`config.mk`:
```
export PLATFORM = sky130hd
export DESIGN_NAME = regfile_wr_sched_flat
export DESIGN_NICKNAME = d
export VERILOG_FILES = /design/src/rtl/regfile_wr_sched_pkg.sv /design/src/rtl/regfile_wr_sched_if.sv /design/src/rtl/regfile_wr_sched_rr_arb2.sv /design/src/rtl/regfile_wr_sched.sv /design/src/flat_wrapper.sv
export SDC_FILE = /design/constraint.sdc
export NUM_CORES = 1
export LEC_CHECK = 0
export BUFFER_PORTS_ARGS = -buffer_cell sky130_fd_sc_hd__buf_4
export CAP_MARGIN = 5
export CELL_PAD_IN_SITES_DETAIL_PLACEMENT = 0
export CELL_PAD_IN_SITES_GLOBAL_PLACEMENT = 1
export CORE_MARGIN = 2
export CORE_UTILIZATION = 39
export CTS_CLUSTER_SIZE = 20
export DETAILED_ROUTE_END_ITERATION = 12
export MAX_ROUTING_LAYER = met4
export PLACE_DENSITY = 0.85
export SKIP_LAST_GASP = 1
export SLEW_MARGIN = 20
export SYNTH_ARGS = -nofsm -noshare
export SYNTH_HDL_FRONTEND = slang
export SYNTH_HIERARCHICAL = 1
export SYNTH_SLANG_ARGS = --single-unit
```
`constraint.sdc`:
```
create_clock -name clk -period 5.8 [get_ports clk]
set_clock_uncertainty 0.1 [all_clocks]
set_input_delay 0.87 -clock clk [delete_from_list [all_inputs] [get_ports clk]]
set_output_delay 0.87 -clock clk [all_outputs]
set_load 0.02 [all_outputs]
```
`src/rtl/regfile_wr_sched_pkg.sv`:
```
// Shared definitions for the register-file write-port scheduler:
// register-file geometry, PC address and FSM state encodings.
package regfile_wr_sched_pkg;

  localparam int DEF_DW = 32;
  localparam int DEF_AW = 4;
  localparam int NREG   = 15;

  localparam logic [3:0] REG_PC = 4'hF;

  localparam logic [1:0] ST_IDLE = 2'd0;
  localparam logic [1:0] ST_WR1  = 2'd1;
  localparam logic [1:0] ST_WR2  = 2'd2;

endpackage

```
`src/rtl/regfile_wr_sched_if.sv`:
```
// Bus bundle between the writeback requesters / regfile and the write scheduler.
interface regfile_wr_sched_if
  import regfile_wr_sched_pkg::*;
#(
  parameter int DW = DEF_DW,
  parameter int AW = DEF_AW
);

  // Handshake: a request transfers at a rising edge where rN_valid & rN_ready are both 1.
  // rN_valid must not depend on rN_ready; request fields are only sampled at that edge.
  logic          r0_valid;
  logic          r0_ready;
  logic          r0_long;
  logic [AW-1:0] r0_a3;
  logic [AW-1:0] r0_a4;
  logic [DW-1:0] r0_wd3;
  logic [DW-1:0] r0_wd4;

  logic          r1_valid;
  logic          r1_ready;
  logic          r1_long;
  logic [AW-1:0] r1_a3;
  logic [AW-1:0] r1_a4;
  logic [DW-1:0] r1_wd3;
  logic [DW-1:0] r1_wd4;

  logic [AW-1:0] ra1;
  logic [AW-1:0] ra2;
  logic          hazard1;
  logic          hazard2;

  logic          rf_we;
  logic [AW-1:0] rf_wa;
  logic [DW-1:0] rf_wd;
  logic          pc_we;
  logic [DW-1:0] pc_wd;
  logic          idle;

  logic [1:0]    dbg_state;
  logic          dbg_last_grant;

  modport master (
    output r0_valid, r0_long, r0_a3, r0_a4, r0_wd3, r0_wd4,
    output r1_valid, r1_long, r1_a3, r1_a4, r1_wd3, r1_wd4,
    output ra1, ra2,
    input  r0_ready, r1_ready, hazard1, hazard2,
    input  rf_we, rf_wa, rf_wd, pc_we, pc_wd, idle,
    input  dbg_state, dbg_last_grant
  );

  modport slave (
    input  r0_valid, r0_long, r0_a3, r0_a4, r0_wd3, r0_wd4,
    input  r1_valid, r1_long, r1_a3, r1_a4, r1_wd3, r1_wd4,
    input  ra1, ra2,
    output r0_ready, r1_ready, hazard1, hazard2,
    output rf_we, rf_wa, rf_wd, pc_we, pc_wd, idle,
    output dbg_state, dbg_last_grant
  );

endinterface

```
`src/rtl/regfile_wr_sched_rr_arb2.sv`:
```
// Two-way arbiter: round-robin (RR != 0) or fixed priority to requester 0.
module rr_arb2 #(
  parameter int RR = 1
) (
  input  logic       clk,
  input  logic       reset,
  input  logic [1:0] req,
  input  logic       accept,
  output logic [1:0] grant,
  output logic       last_grant
);

  always_comb begin
    grant = 2'b00;
    case (req)
      2'b01:   grant = 2'b01;
      2'b10:   grant = 2'b10;
      // On a tie, round-robin favours whoever did not win the last accepted request.
      2'b11:   grant = ((RR != 0) && !last_grant) ? 2'b10 : 2'b01;
      default: grant = 2'b00;
    endcase
  end

  // Reset to requester 1 so requester 0 wins the first tie.
  always_ff @(posedge clk or posedge reset) begin
    if (reset) begin
      last_grant <= 1'b1;
    end else if (accept) begin
      last_grant <= grant[1];
    end
  end

endmodule

```
`src/rtl/regfile_wr_sched.sv`:
```
// Write-port scheduler: arbitrates two writeback requesters onto the single regfile
// write port, splits long multiplies into two slots, redirects r15 writes to the PC.
module regfile_wr_sched
  import regfile_wr_sched_pkg::*;
#(
  parameter int DW = DEF_DW,
  parameter int AW = DEF_AW,
  parameter int RR = 1
) (
  input  logic               clk,
  input  logic               reset,
  regfile_wr_sched_if.slave  bus
);

  localparam logic [AW-1:0] PC_ADDR = AW'(REG_PC);

  logic [1:0]    state;
  logic [1:0]    state_nxt;

  logic          h_long;
  logic [AW-1:0] h_a3;
  logic [AW-1:0] h_a4;
  logic [DW-1:0] h_wd3;
  logic [DW-1:0] h_wd4;

  logic [1:0]    req;
  logic [1:0]    grant;
  logic          last_grant;
  logic          can_accept;
  logic          accept;

  logic          slot_act;
  logic          slot_pc;
  logic [AW-1:0] slot_a;
  logic [DW-1:0] slot_d;

  logic [AW-1:0] wa_q;
  logic [DW-1:0] wd_q;
  logic [DW-1:0] pcwd_q;

  assign req = {bus.r1_valid, bus.r0_valid};

  rr_arb2 #(.RR(RR)) u_arb (
    .clk        (clk),
    .reset      (reset),
    .req        (req),
    .accept     (accept),
    .grant      (grant),
    .last_grant (last_grant)
  );

  // The entry frees up during its final slot, so a new request can overlap it.
  assign can_accept = ~reset & ((state == ST_IDLE) |
                                ((state == ST_WR1) & ~h_long) |
                                (state == ST_WR2));
  assign accept     = can_accept & (|req);

  assign bus.r0_ready = can_accept & grant[0];
  assign bus.r1_ready = can_accept & grant[1];

  always_comb begin
    state_nxt = state;
    case (state)
      ST_IDLE: begin
        if (accept) state_nxt = ST_WR1;
      end
      ST_WR1: begin
        if (h_long)      state_nxt = ST_WR2;
        else if (accept) state_nxt = ST_WR1;
        else             state_nxt = ST_IDLE;
      end
      ST_WR2: begin
        state_nxt = accept ? ST_WR1 : ST_IDLE;
      end
      default: state_nxt = ST_IDLE;
    endcase
  end

  always_ff @(posedge clk or posedge reset) begin
    if (reset) begin
      state <= ST_IDLE;
    end else begin
      state <= state_nxt;
    end
  end

  always_ff @(posedge clk or posedge reset) begin
    if (reset) begin
      h_long <= 1'b0;
      h_a3   <= '0;
      h_a4   <= '0;
      h_wd3  <= '0;
      h_wd4  <= '0;
    end else if (accept) begin
      if (grant[1]) begin
        h_long <= bus.r1_long;
        h_a3   <= bus.r1_a3;
        h_a4   <= bus.r1_a4;
        h_wd3  <= bus.r1_wd3;
        h_wd4  <= bus.r1_wd4;
      end else begin
        h_long <= bus.r0_long;
        h_a3   <= bus.r0_a3;
        h_a4   <= bus.r0_a4;
        h_wd3  <= bus.r0_wd3;
        h_wd4  <= bus.r0_wd4;
      end
    end
  end

  assign slot_act = (state != ST_IDLE);
  assign slot_a   = (state == ST_WR2) ? h_a4  : h_a3;
  assign slot_d   = (state == ST_WR2) ? h_wd4 : h_wd3;
  assign slot_pc  = slot_act & (slot_a == PC_ADDR);

  // Address/data buses keep their last regfile value when idle or redirected to the PC.
  always_ff @(posedge clk or posedge reset) begin
    if (reset) begin
      wa_q   <= '0;
      wd_q   <= '0;
      pcwd_q <= '0;
    end else begin
      if (slot_act & ~slot_pc) begin
        wa_q <= slot_a;
        wd_q <= slot_d;
      end
      if (slot_pc) begin
        pcwd_q <= slot_d;
      end
    end
  end

  assign bus.rf_we = slot_act & ~slot_pc;
  assign bus.rf_wa = bus.rf_we ? slot_a : wa_q;
  assign bus.rf_wd = bus.rf_we ? slot_d : wd_q;
  assign bus.pc_we = slot_pc;
  assign bus.pc_wd = slot_pc ? slot_d : pcwd_q;

  // The second half of a long is already committed during WR1, so it counts as in flight.
  assign bus.hazard1 = (bus.ra1 != PC_ADDR) &
                       ((slot_act & (slot_a == bus.ra1)) |
                        ((state == ST_WR1) & h_long & (h_a4 == bus.ra1)));
  assign bus.hazard2 = (bus.ra2 != PC_ADDR) &
                       ((slot_act & (slot_a == bus.ra2)) |
                        ((state == ST_WR1) & h_long & (h_a4 == bus.ra2)));

  assign bus.idle           = (state == ST_IDLE);
  assign bus.dbg_state      = state;
  assign bus.dbg_last_grant = last_grant;

endmodule

```
`src/flat_wrapper.sv`:
```
// flat-port wrapper written by rule: the top's interface ports become plain ports
module regfile_wr_sched_flat import regfile_wr_sched_pkg::*;
#(
  parameter int DW = DEF_DW,
  parameter int AW = DEF_AW,
  parameter int RR = 1
)
  (clk, reset, bus_r0_valid, bus_r0_long, bus_r0_a3, bus_r0_a4, bus_r0_wd3, bus_r0_wd4, bus_r1_valid, bus_r1_long, bus_r1_a3, bus_r1_a4, bus_r1_wd3, bus_r1_wd4, bus_ra1, bus_ra2, bus_r0_ready, bus_r1_ready, bus_hazard1, bus_hazard2, bus_rf_we, bus_rf_wa, bus_rf_wd, bus_pc_we, bus_pc_wd, bus_idle, bus_dbg_state, bus_dbg_last_grant);
  regfile_wr_sched_if #(.DW(DW), .AW(AW)) bus_i ();
  input  logic clk;
  input  logic reset;
  input wire logic [$bits(bus_i.r0_valid)-1:0] bus_r0_valid;
  input wire logic [$bits(bus_i.r0_long)-1:0] bus_r0_long;
  input wire logic [$bits(bus_i.r0_a3)-1:0] bus_r0_a3;
  input wire logic [$bits(bus_i.r0_a4)-1:0] bus_r0_a4;
  input wire logic [$bits(bus_i.r0_wd3)-1:0] bus_r0_wd3;
  input wire logic [$bits(bus_i.r0_wd4)-1:0] bus_r0_wd4;
  input wire logic [$bits(bus_i.r1_valid)-1:0] bus_r1_valid;
  input wire logic [$bits(bus_i.r1_long)-1:0] bus_r1_long;
  input wire logic [$bits(bus_i.r1_a3)-1:0] bus_r1_a3;
  input wire logic [$bits(bus_i.r1_a4)-1:0] bus_r1_a4;
  input wire logic [$bits(bus_i.r1_wd3)-1:0] bus_r1_wd3;
  input wire logic [$bits(bus_i.r1_wd4)-1:0] bus_r1_wd4;
  input wire logic [$bits(bus_i.ra1)-1:0] bus_ra1;
  input wire logic [$bits(bus_i.ra2)-1:0] bus_ra2;
  output wire logic [$bits(bus_i.r0_ready)-1:0] bus_r0_ready;
  output wire logic [$bits(bus_i.r1_ready)-1:0] bus_r1_ready;
  output wire logic [$bits(bus_i.hazard1)-1:0] bus_hazard1;
  output wire logic [$bits(bus_i.hazard2)-1:0] bus_hazard2;
  output wire logic [$bits(bus_i.rf_we)-1:0] bus_rf_we;
  output wire logic [$bits(bus_i.rf_wa)-1:0] bus_rf_wa;
  output wire logic [$bits(bus_i.rf_wd)-1:0] bus_rf_wd;
  output wire logic [$bits(bus_i.pc_we)-1:0] bus_pc_we;
  output wire logic [$bits(bus_i.pc_wd)-1:0] bus_pc_wd;
  output wire logic [$bits(bus_i.idle)-1:0] bus_idle;
  output wire logic [$bits(bus_i.dbg_state)-1:0] bus_dbg_state;
  output wire logic [$bits(bus_i.dbg_last_grant)-1:0] bus_dbg_last_grant;
  assign bus_i.r0_valid = bus_r0_valid;
  assign bus_i.r0_long = bus_r0_long;
  assign bus_i.r0_a3 = bus_r0_a3;
  assign bus_i.r0_a4 = bus_r0_a4;
  assign bus_i.r0_wd3 = bus_r0_wd3;
  assign bus_i.r0_wd4 = bus_r0_wd4;
  assign bus_i.r1_valid = bus_r1_valid;
  assign bus_i.r1_long = bus_r1_long;
  assign bus_i.r1_a3 = bus_r1_a3;
  assign bus_i.r1_a4 = bus_r1_a4;
  assign bus_i.r1_wd3 = bus_r1_wd3;
  assign bus_i.r1_wd4 = bus_r1_wd4;
  assign bus_i.ra1 = bus_ra1;
  assign bus_i.ra2 = bus_ra2;
  assign bus_r0_ready = bus_i.r0_ready;
  assign bus_r1_ready = bus_i.r1_ready;
  assign bus_hazard1 = bus_i.hazard1;
  assign bus_hazard2 = bus_i.hazard2;
  assign bus_rf_we = bus_i.rf_we;
  assign bus_rf_wa = bus_i.rf_wa;
  assign bus_rf_wd = bus_i.rf_wd;
  assign bus_pc_we = bus_i.pc_we;
  assign bus_pc_wd = bus_i.pc_wd;
  assign bus_idle = bus_i.idle;
  assign bus_dbg_state = bus_i.dbg_state;
  assign bus_dbg_last_grant = bus_i.dbg_last_grant;
  regfile_wr_sched #(.DW(DW), .AW(AW), .RR(RR)) u_core (.clk(clk), .reset(reset), .bus(bus_i));
endmodule
```
==> impl_metrics.env, run 1 <==
export IMPL_end_kind="primary output"
export IMPL_leakage_nw=4.100
export IMPL_syn_nets=717
export IMPL_post_cts_setup_buffers=0
export IMPL_cap_violations=0
export IMPL_yosysTopAreaCell="dfrtp_1"
export IMPL_filler_cell_count=1489
export IMPL_crit_slowest_cell="o22ai_4"
export IMPL_reg2reg_from="u_core/bus.dbg_state[0]$_DFFE_PP0P_"
export IMPL_seqCellArea_um2=3605
export IMPL_dieArea_um2=18610
export IMPL_core_area_um2=17240
export IMPL_synth_enable_flop_cells=0
export IMPL_p_per_area_nw_per_um2=462.1
export IMPL_multiInputGateArea_um2=3005
export IMPL_fin_tns_setup_ps=0
export IMPL_period_needed_ps=3814
export IMPL_synth_top_family_by_area="multiplexers"
export IMPL_antenna_found_initial=0
export IMPL_ctsResizeCount=0
export IMPL_route_detailed_drc=0
export IMPL_clock_latency_ps=410
export IMPL_numCtsBuffers=17
export IMPL_grtUsageTotal=0.1912
export IMPL_vdd_drop_max_v=0.0002427
export IMPL_setup_ws_ps=1986
export IMPL_grt_max_degree=87
export IMPL_start_util=0.3968
export IMPL_path_max_fanout=40
export IMPL_insertedDiodeCount=0
export IMPL_timing_fmax_ghz=0.2622
export IMPL_arrival_ps=2840
export IMPL_firstDrtPassIters=4
export IMPL_synthAdderAreaFrac=0
export IMPL_timing_final_hold_violations=0
export IMPL_path_class="flop to primary output"
export IMPL_synth_cell_types=34
export IMPL_port_buffers=235
export IMPL_rrSetupSlack_ps=3350
export IMPL_max_slew_margin=0.2702
export IMPL_setup_violations=0
export IMPL_die_w_um=136.4
export IMPL_antenna_left=0
export IMPL_yosysTopAreaCellShare=0.5232
export IMPL_clkSinkCount=144
export IMPL_status="finished clean"
export IMPL_clock_path_buffers=2
export IMPL_io_pins=236
export IMPL_rows=48
export IMPL_use_met2=0.3071
export IMPL_synthSimpleGateAreaFrac=0.05635
export IMPL_cts_root_buf="clkbuf_16"
export IMPL_startpoint_type="flop"
export IMPL_tritoncts="yes"
export IMPL_max_stage_delay_ps=590
export IMPL_use_met3=0.04064
export IMPL_hold_buffers=0
export IMPL_syn_inst=559
export IMPL_syn_area_per_cell_um2=12.23
export IMPL_grt_pass1_vias=5327
export IMPL_die_h_um=136.4
export IMPL_via_per_inst=4.916
export IMPL_grt_pass1_wl_um=26470
export IMPL_clk_pin_slew_ps=50
export IMPL_path_cells="nand2b_1 > o22ai_4 > buf_4 > nor2_1 > a21oi_1 > buf_4"
export IMPL_cp_required_ps=4830
export IMPL_syn2layout_area_growth_pct=35.84
export IMPL_wl_per_cell_um=16.90
export IMPL_htree_levels=4
export IMPL_ys_seq_area_frac=0.5271
export IMPL_hold_slack_ps=398.3
export IMPL_r2r_end="u_core/pcwd_q[6]$_DFF_PP0_"
export IMPL_synth_warnings=6
export IMPL_synthTopCellsByCount="mux2_2 (147), dfrtp_1 (143), nor2_1 (73)"
export IMPL_post_place_ws_ps=2308
export IMPL_worst_slew_pin_slew_ps=1095
export IMPL_dp_hpwl_um=12300
export IMPL_busiest_layer="met2"
export IMPL_gp_congestion=0.7858
export IMPL_place_area_um2=8713
export IMPL_startpoint="u_core/bus.dbg_state[0]$_DFFE_PP0P_"
export IMPL_synth_area_leaders="dfrtp_1 (52%), mux2_2 (24%), mux2i_1 (4.8%)"
export IMPL_critical_path_buf_inv_count=2
export IMPL_async_flop_share=1.000
export IMPL_grtUsageMet1=0.2437
export IMPL_yosysMostFrequentCell="mux2_2"
export IMPL_synth_xor_area_share=0.01665
export IMPL_layout_worst_path_cycle_share=0.6575
export IMPL_ys_flop_type="dfrtp_1"
export IMPL_setup_worst_path_end="bus_pc_wd[6]"
export IMPL_drt_iter0_drc=223
export IMPL_synth_compound_area_share=0.06842
export IMPL_fin_area_um2=9290
export IMPL_path_delay_family="compound AO/OA/AOI/OAI gates"
export IMPL_crit_cells=6
export IMPL_path_common_cell="buf_4"
export IMPL_muxShareOfSynthArea=0.2925
export IMPL_fin_nets=938
export IMPL_gr_total_overflow=0
export IMPL_slew_viol_final=0
export IMPL_via_count=5000
export IMPL_drt_total_wl_um=17190
export IMPL_hp_class="primary input to asynchronous set/reset pin"
export IMPL_reg2reg_depth=5
export IMPL_drive_gt1_frac=0.5328
export IMPL_synth_seq_cells=144
export IMPL_rsz0062_at_grt="false"
export IMPL_syn_cell_area_um2=6839
worst min-delay path by stage:
stage / start / endpoint / slack [ps] / cells after the start
2_1_floorplan: u_core/h_wd3[10]$_DFFE_PP0N_ / u_core/h_wd3[10]$_DFFE_PP0N_ / 380 / 1
3_3_place_gp: u_core/h_wd3[15]$_DFFE_PP0N_ / u_core/h_wd3[15]$_DFFE_PP0N_ / 390 / 1
3_5_place_dp: u_core/h_wd3[15]$_DFFE_PP0N_ / u_core/h_wd3[15]$_DFFE_PP0N_ / 400 / 1
4_1_cts: reset / u_core/u_arb/last_grant$_DFFE_PP1P_ / 370 / 2
5_1_grt: reset / u_core/u_arb/last_grant$_DFFE_PP1P_ / 390 / 2
6_report: reset / u_core/u_arb/last_grant$_DFFE_PP1P_ / 400 / 2
metal layers:
metal / up-vias / share of wire / wire, µm
li1: 2404 / - / -
met1: 2437 / 0.45 / 7653
met2: 149 / 0.50 / 8546
met3: 10 / 0.050 / 856
met4: 0 / 0.0079 / 135
met5: - / 0 / 0
cell families after synthesis:
kind of cell / count (synthesis)
buffers and inverters: 43
XOR/XNOR: 13
AO/OA/AOI/OAI: 85
flip-flops: 144
AND/OR/NAND/NOR: 93
multiplexers: 181
registers in the layout, indices dropped and copies added (netlist names):
register                 flops
u_core/h_a4                  4
u_core/h_a3                  4
u_core/wd_q                 32
u_core/h_wd4                32
u_core/u_arb/last_grant      1
u_core/h_wd3                32
u_core/bus.dbg_state         2
u_core/wa_q                  4
u_core/pcwd_q               32
u_core/h_long                1
layout make-up:
type / instances / share of cell area
Tap cell: 225 / 0.03030
Clock inverter: 6 / 0.009024
Clock buffer: 25 / 0.05010
Sequential cell: 144 / 0.3880
Timing Repair Buffer: 241 / 0.1969
Multi-Input combinational cell: 372 / 0.3235
Inverter: 4 / 0.002155
power by group:
part           switching (mW)  leakage (nW)  internal [mW]
sequential              0.174          1.65           1.39
clock                   0.382         0.269          0.640
combinational           0.936          2.18          0.768
stage by stage:
step                      power, mW  utilization  std cells
after floorplan               2.593            -        559
after global placement        3.245       0.5055        985
after detailed placement      3.294       0.5055        985
after CTS                     4.341       0.5374       1016
after global routing          4.543       0.5390       1017
final                         4.293       0.5390       1017
worst reg2reg max path, delay by kind of cell, from the launching register on:
family / cells / cell delay, ps
simple gates: 2 / 490
buf+inv: 1 / 490
flops: 1 / 500
compound gates: 2 / 790
placed cells by master, fill, tap and decap left out, drive strengths merged, types with 2 or more instances in the layout:
cell type  netlist  final
buf             29    241
mux2           148    148
dfrtp          143    143
nor2            74     74
a21oi           64     64
mux2i           33     33
clkbuf          10     25
xnor2            7      7
o22ai            7      7
xor2             6      6
nand3            5      5
o21a             5      5
clkinv           0      4
inv              4      4
nand4            3      3
and2             3      3
nand2            3      3
o21ai            3      3
bufinv           0      2
a21boi           2      2
Power figures use the tool's default switching activity.
==> run 2: changes to the inputs <==
--- a/config.mk
+++ b/config.mk
@@ -5,16 +5,17 @@
 export SDC_FILE = /design/constraint.sdc
 export NUM_CORES = 1
 export LEC_CHECK = 0
+export ABC_AREA = 1
 export BUFFER_PORTS_ARGS = -buffer_cell sky130_fd_sc_hd__buf_4
 export CAP_MARGIN = 5
 export CELL_PAD_IN_SITES_DETAIL_PLACEMENT = 0
 export CELL_PAD_IN_SITES_GLOBAL_PLACEMENT = 1
 export CORE_MARGIN = 2
-export CORE_UTILIZATION = 39
+export CORE_UTILIZATION = 33
 export CTS_CLUSTER_SIZE = 20
 export DETAILED_ROUTE_END_ITERATION = 12
 export MAX_ROUTING_LAYER = met4
-export PLACE_DENSITY = 0.85
+export PLACE_DENSITY = 0.82
 export SKIP_LAST_GASP = 1
 export SLEW_MARGIN = 20
 export SYNTH_ARGS = -nofsm -noshare
==> constraint.sdc (replaced) <==
create_clock -name clk -period 3.1 [get_ports clk]
set_clock_uncertainty 0.1 [all_clocks]
set_input_delay 0.465 -clock clk [delete_from_list [all_inputs] [get_ports clk]]
set_output_delay 0.465 -clock clk [all_outputs]
set_load 0.02 [all_outputs]
==> run 2 against run 1 <==
Effect of this change:
- clock power increased by 120%
- count of clock-buffer cells in the layout fell by 8
- combinational power increased by 86%
- via count rose by 21%
- critical path depth grew 4
- first-iteration DRC count grew 45%
- die area rose by 15%
- flip-flop and latch count stayed put
- sequential power grew 80%
- global-route usage is 0.23 points lower
- largest power group unchanged
- highest routed layer unchanged
==> impl_metrics.env, run 2 <==
export IMPL_status="finished clean"
export IMPL_timing_final_hold_violations=0
export IMPL_fin_nets=1142
export IMPL_synth_seq_cells=144
export IMPL_via_per_inst=4.786
export IMPL_busiest_layer="met2"
export IMPL_place_area_um2=8627
export IMPL_critical_path_buf_inv_count=4
export IMPL_htree_levels=4
export IMPL_pwr_share_comb=0.383
export IMPL_path_class="flop to primary output"
export IMPL_p_sw_frac=0.3654
export IMPL_grt_pass1_vias=5965
export IMPL_syn_inst=766
export IMPL_max_slew_margin=0.4447
export IMPL_final_common_cell="nand2_1"
export IMPL_insertedDiodeCount=0
export IMPL_grt_max_degree=144
export IMPL_tritoncts="yes"
export IMPL_synth_enable_flop_cells=0
export IMPL_firstDrtPassIters=4
export IMPL_layout_worst_path_cycle_share=0.9262
export IMPL_cp_required_ps=2530
export IMPL_port_buffers=235
export IMPL_gr_total_overflow=0
export IMPL_synthTopCellsByCount="nand2_1 (248), dfrtp_1 (143), nor2_1 (86)"
export IMPL_syn_area_per_cell_um2=8.709
export IMPL_dp_hpwl_um=13720
export IMPL_final_cell_mix="nand2_1 (247), buf_4 (242), dfrtp_1 (142), nor2_1 (85), a31oi_1 (73)"
export IMPL_gp_congestion=0.8337
export IMPL_clkSinkCount=144
export IMPL_yosysMostFrequentCell="nand2_1"
export IMPL_vdd_drop_max_v=0.0003569
export IMPL_die_h_um=146.2
export IMPL_clock_latency_ps=410
export IMPL_p_sw_mw=3.025
export IMPL_p_seq_frac=0.340
export IMPL_route_detailed_drc=0
export IMPL_use_met2=0.3073
export IMPL_core_area_um2=20040
export IMPL_path_max_fanout=33
export IMPL_clk_pin_slew_ps=60
export IMPL_via_count=6064
export IMPL_async_flop_share=1.000
export IMPL_path_cells="inv_2 > nand2_2 > nand2_1 > nand2_1 > nor2_2 > nand4_1 > buf_4 > clkbuf_16 > o21ai_1 > buf_4"
export IMPL_rows=52
export IMPL_syn2layout_area_growth_pct=39.91
export IMPL_slew_viol_final=0
export IMPL_timing_fmax_ghz=0.3483
export IMPL_arrival_ps=2310
export IMPL_drt_total_wl_um=20060
export IMPL_synth_area_leaders="dfrtp_1 (54%), nand2_1 (14%), a31oi_1 (6.8%)"
export IMPL_clock_path_buffers=2
export IMPL_end_kind="primary output"
export IMPL_start_util=0.3329
export IMPL_drt_iter0_drc=323
export IMPL_use_met3=0.03938
export IMPL_io_pins=236
export IMPL_yosysTopAreaCell="dfrtp_1"
export IMPL_numCtsBuffers=17
export IMPL_worst_slew_pin_slew_ps=832.9
export IMPL_drive_gt1_frac=0.3170
export IMPL_startpoint_type="flop"
export IMPL_grtUsageTotal=0.1889
export IMPL_hold_slack_ps=216.7
export IMPL_hp_class="primary input to flop"
export IMPL_path_delay_family="buffers and inverters"
export IMPL_die_w_um=146.2
export IMPL_synth_warnings=6
export IMPL_dieArea_um2=21370
export IMPL_grtUsageMet1=0.2430
export IMPL_synth_cell_types=27
export IMPL_fin_area_um2=9334
export IMPL_rsz0062_at_grt="false"
export IMPL_ys_seq_area_frac=0.5403
export IMPL_crit_slowest_cell="dfrtp_1"
export IMPL_antenna_left=0
export IMPL_cts_root_buf="clkbuf_16"
export IMPL_yosysTopAreaCellShare=0.5364
export IMPL_antenna_found_initial=0
export IMPL_period_needed_ps=2871
export IMPL_syn_cell_area_um2=6671
export IMPL_p_per_area_nw_per_um2=887.1
export IMPL_syn_nets=924
export IMPL_grt_pass1_wl_um=31300
export IMPL_power_internal_mw=5.255
export IMPL_cap_violations=0
export IMPL_setup_violations=0
export IMPL_leakage_nw=4.704
export IMPL_wl_per_cell_um=15.83
export IMPL_max_stage_delay_ps=440
export IMPL_pwr_share_clk=0.277
export IMPL_ys_flop_type="dfrtp_1"
run 2: layout make-up:
type / instances / area [µm²]
clock buffers: 17 / 425.4
clock inverters: 15 / 230.2
fillers: 1985 / 10710
inverters: 24 / 93.84
multi-input cells: 548 / 2706
flip-flops and latches: 144 / 3606
well taps: 270 / 337.8
repair buffers: 249 / 1934
run 2: power groups by stage:
stage          combinational [mW]  sequential (mW)  clock, mW
3_3_place_gp                 3.14             2.83          0
2_1_floorplan                1.95             2.77          0
4_1_cts                      3.19             2.82       2.34
5_1_grt                      3.46             2.89       2.42
6_report                     3.17             2.82       2.29
3_5_place_dp                 3.17             2.85          0
run 2: cell families after synthesis:
logic type      after synthesis  share of synthesized area
mux                          32                    0.04801
flops                       144                     0.5403
compound gates              147                     0.1377
simple gates                365                     0.2131
xor+xnor                      4                   0.005252
buf+inv                      74                    0.05570
run 2: metrics by stage:
stage | TNS [ps] | cells | total power, mW | utilization | worst slack, ps
2_1_floorplan | -42440 | 766 | 4.723 | - | -569.7
3_3_place_gp | 0 | 1232 | 5.975 | 0.4305 | 639.1
3_5_place_dp | 0 | 1232 | 6.027 | 0.4305 | 584.7
4_1_cts | 0 | 1265 | 8.355 | 0.4637 | 123.8
5_1_grt | 0 | 1267 | 8.774 | 0.4658 | 32.62
6_report | 0 | 1267 | 8.280 | 0.4658 | 228.9
run 2: worst paths after layout:
kind	from	end	slack (ps)	cells after the start
min reg2reg	u_core/pcwd_q[1]$_DFF_PP0_	u_core/pcwd_q[1]$_DFF_PP0_	370	2
max reg2reg	u_core/bus.dbg_state[1]$_DFFE_PP0P_	u_core/h_a4[0]$_DFFE_PP0N_	850	6
max	u_core/bus.dbg_state[0]$_DFFE_PP0P_	bus_pc_wd[24]	230	10
min in group asynchronous	reset	u_core/u_arb/last_grant$_DFFE_PP1P_	550	3
min	bus_r1_wd4[28]	u_core/h_wd4[28]$_DFFE_PP0N_	220	3
max in group asynchronous	reset	u_core/wd_q[1]$_DFF_PP0_	1500	4
run 2: layer usage:
| layer | part of all wire | routed length (µm) | vias to the layer above |
|---|---|---|---|
| met2 | 0.49 | 9919 | 172 |
| met5 | 0 | 0 | - |
| met3 | 0.047 | 945 | 12 |
| met1 | 0.45 | 8990 | 2884 |
| met4 | 0.010 | 206 | 0 |
| li1 | - | - | 2996 |
run 2: what timing repair did:
item | CTS | global route
setup buffers | 0 | 1
endpoints found under the hold margin | 1 | 0
resized for setup | 0 | 7
setup endpoints to repair | 0 | 38
hold buffers | 1 | 0
run 2: worst register-to-register path, stage by stage, from the launching register on:
cell and delay (ps):
dfrtp_2 460, o21ai_0 380, nand2_1 220, nor2_4 160, buf_4 510, nor2_1 150
a31oi_1 180
==> run 3: changes to the inputs <==
--- a/config.mk
+++ b/config.mk
@@ -10,10 +10,12 @@
 export CAP_MARGIN = 5
 export CELL_PAD_IN_SITES_DETAIL_PLACEMENT = 0
 export CELL_PAD_IN_SITES_GLOBAL_PLACEMENT = 1
+export CORE_ASPECT_RATIO = 0.6
 export CORE_MARGIN = 2
 export CORE_UTILIZATION = 33
 export CTS_CLUSTER_SIZE = 20
 export DETAILED_ROUTE_END_ITERATION = 12
+export GPL_ROUTABILITY_DRIVEN = 0
 export MAX_ROUTING_LAYER = met4
 export PLACE_DENSITY = 0.82
 export SKIP_LAST_GASP = 1
==> run 3 against run 2 <==
Effect of this change:
- sequential share of layout area is 0.24 points lower
- global-route usage is 1.3 points higher
- critical path depth is 1 higher
- maximum frequency is 2.2% lower
- cell area is 0.67% higher
- core utilization is 0.60 points higher
- non-clock buffer count is 1 higher
- die area is 0.17% higher
- worst hold slack worse by 35 ps
- wire length is 3.6% higher
- count of clock-buffer cells in the layout is 4 higher
- critical path type unchanged
==> impl_metrics.env, run 3 (same netlist as run 2, synthesis figures left out) <==
export IMPL_start_util=0.3349
export IMPL_path_cells="inv_2 > nand2_4 > nand2_2 > nand2_2 > nor2_2 > nand3_1 > nand2_4 > buf_12 > nand2_1 > o21ai_1 > buf_4"
export IMPL_seqCellArea_um2=3607
export IMPL_max_slew_margin=0.4687
export IMPL_cp_required_ps=2530
export IMPL_path_delay_family="simple AND/OR/NAND/NOR gates"
export IMPL_port_buffers=235
export IMPL_vdd_drop_max_v=0.0003885
export IMPL_dp_hpwl_um=14750
export IMPL_leakage_nw=4.721
export IMPL_syn2layout_area_growth_pct=40.85
export IMPL_drive_gt1_frac=0.3226
export IMPL_clock_path_buffers=2
export IMPL_fin_area_um2=9397
export IMPL_grt_pass1_wl_um=31940
export IMPL_wl_per_cell_um=16.35
export IMPL_gr_total_overflow=0
export IMPL_reg2reg_from="u_core/bus.dbg_state[1]$_DFFE_PP0P_"
export IMPL_clkSinkCount=144
export IMPL_status="finished clean"
export IMPL_p_total_mw=8.329
export IMPL_numCtsBuffers=17
export IMPL_crit_cells=11
export IMPL_setup_worst_path_end="bus_rf_wd[31]"
export IMPL_drt_total_wl_um=20780
export IMPL_grtUsageTotal=0.2015
export IMPL_crit_slowest_cell="dfrtp_2"
export IMPL_final_cell_mix="nand2_1 (245), buf_4 (240), dfrtp_1 (141), nor2_1 (84), a31oi_1 (73)"
export IMPL_timing_fmax_ghz=0.3405
export IMPL_firstDrtPassIters=4
export IMPL_period_needed_ps=2936
export IMPL_route_detailed_drc=0
export IMPL_core_area_um2=19920
export IMPL_cts_root_buf="clkbuf_16"
export IMPL_post_place_ws_ps=335.1
export IMPL_grt_pass1_vias=5800
export IMPL_fin_nets=1143
export IMPL_rows=40
export IMPL_path_class="flop to primary output"
export IMPL_worst_slew_pin_slew_ps=796.9
export IMPL_startpoint="u_core/bus.dbg_state[0]$_DFFE_PP0P_"
export IMPL_p_per_area_nw_per_um2=886.3
export IMPL_tritoncts="yes"
export IMPL_rrSetupSlack_ps=940
export IMPL_antenna_found_initial=0
export IMPL_path_max_fanout=26
export IMPL_rsz0062_at_grt="true"
export IMPL_filler_cell_count=1980
export IMPL_final_common_cell="nand2_1"
export IMPL_clk_pin_slew_ps=60
export IMPL_io_pins=236
export IMPL_dieArea_um2=21410
export IMPL_max_stage_delay_ps=450
export IMPL_end_kind="primary output"
export IMPL_r2r_end="u_core/h_wd3[17]$_DFFE_PP0N_"
export IMPL_die_h_um=114.1
export IMPL_min_delay_start="bus_r1_valid"
export IMPL_timing_final_hold_violations=0
export IMPL_critical_path_buf_inv_count=3
export IMPL_arrival_ps=2370
export IMPL_hp_class="primary input to flop"
export IMPL_slew_viol_final=0
export IMPL_multiInputGateArea_um2=2731
export IMPL_place_area_um2=8696
export IMPL_fin_tns_setup_ps=0
export IMPL_cap_violations=0
export IMPL_startpoint_type="flop"
export IMPL_antenna_left=0
export IMPL_htree_levels=4
export IMPL_drt_iter0_drc=406
export IMPL_setup_violations=0
export IMPL_via_count=6042
export IMPL_layout_worst_path_cycle_share=0.9473
export IMPL_via_per_inst=4.754
export IMPL_die_w_um=187.6
export IMPL_clock_latency_ps=430
export IMPL_insertedDiodeCount=0
export IMPL_reg2reg_depth=6
export IMPL_setup_ws_ps=163.5
export IMPL_grt_max_degree=144
export IMPL_hold_slack_ps=181.4
[run 3: changes by cell type in the layout (fill, tap and decap cells not counted), sizes merged]
cell	before	now
bufinv	5	4
clkinvlp	2	3
buf	247	248
clkbuf	18	22
inv	27	23
[run 3: worst min path at each step]
stage	end	cells after the start
3_5_place_dp	u_core/pcwd_q[3]$_DFF_PP0_	2
4_1_cts	u_core/u_arb/last_grant$_DFFE_PP1P_	3
2_1_floorplan	u_core/u_arb/last_grant$_DFFE_PP1P_	1
6_report	u_core/u_arb/last_grant$_DFFE_PP1P_	3
3_3_place_gp	u_core/pcwd_q[12]$_DFF_PP0_	2
5_1_grt	u_core/u_arb/last_grant$_DFFE_PP1P_	3
[run 3: final cells by class]
type / instances / share of cell area
sequential: 144 / 0.3839
multi-input combinational: 548 / 0.2907
timing repair buffer: 250 / 0.2120
clock buffer: 21 / 0.05007
tap: 273 / 0.03635
clock inverter: 11 / 0.01704
inverter: 24 / 0.009987
[run 3: power breakdown]
part | switching, mW | total (mW) | internal, mW
registers | 0.297 | 2.84 | 2.54
logic | 1.98 | 3.29 | 1.31
clock network | 0.793 | 2.20 | 1.40
total | 3.07 | 8.33 | 5.26
[run 3: worst register-to-register path, stage by stage, from the launching register on]
cell     delay (ps)
dfrtp_2         470
o21ai_0         320
nand2_1         210
nor2_4          400
buf_12          310
nor2_1          110
a31oi_1         150
[run 3: per-stage QoR]
stage            util  cells
2_1_floorplan       -    766
3_3_place_gp   0.4366   1237
3_5_place_dp   0.4366   1237
4_1_cts        0.4690   1270
5_1_grt        0.4717   1271
6_report       0.4717   1271
[run 3: timing repair]
| item | CTS | global route |
|---|---|---|
| resized for setup | 2 | 23 |
| hold buffers | 1 | 0 |
| hold endpoints to repair | 1 | 0 |
| gates cloned | 0 | 1 |
| buffers inserted | 0 | 0 |
| endpoints found under the setup margin | 4 | 68 |
[run 3: routing by layer]
layer  part of all wire  track usage  wire length [µm]  vias up
met2               0.40       0.2664              8231      208
li1                   -            -                 -     2994
met4              0.010      0.05669               211        0
met3              0.089      0.06773              1851       12
met5                  0            -                 0        -
met1               0.50       0.2896             10480     2828
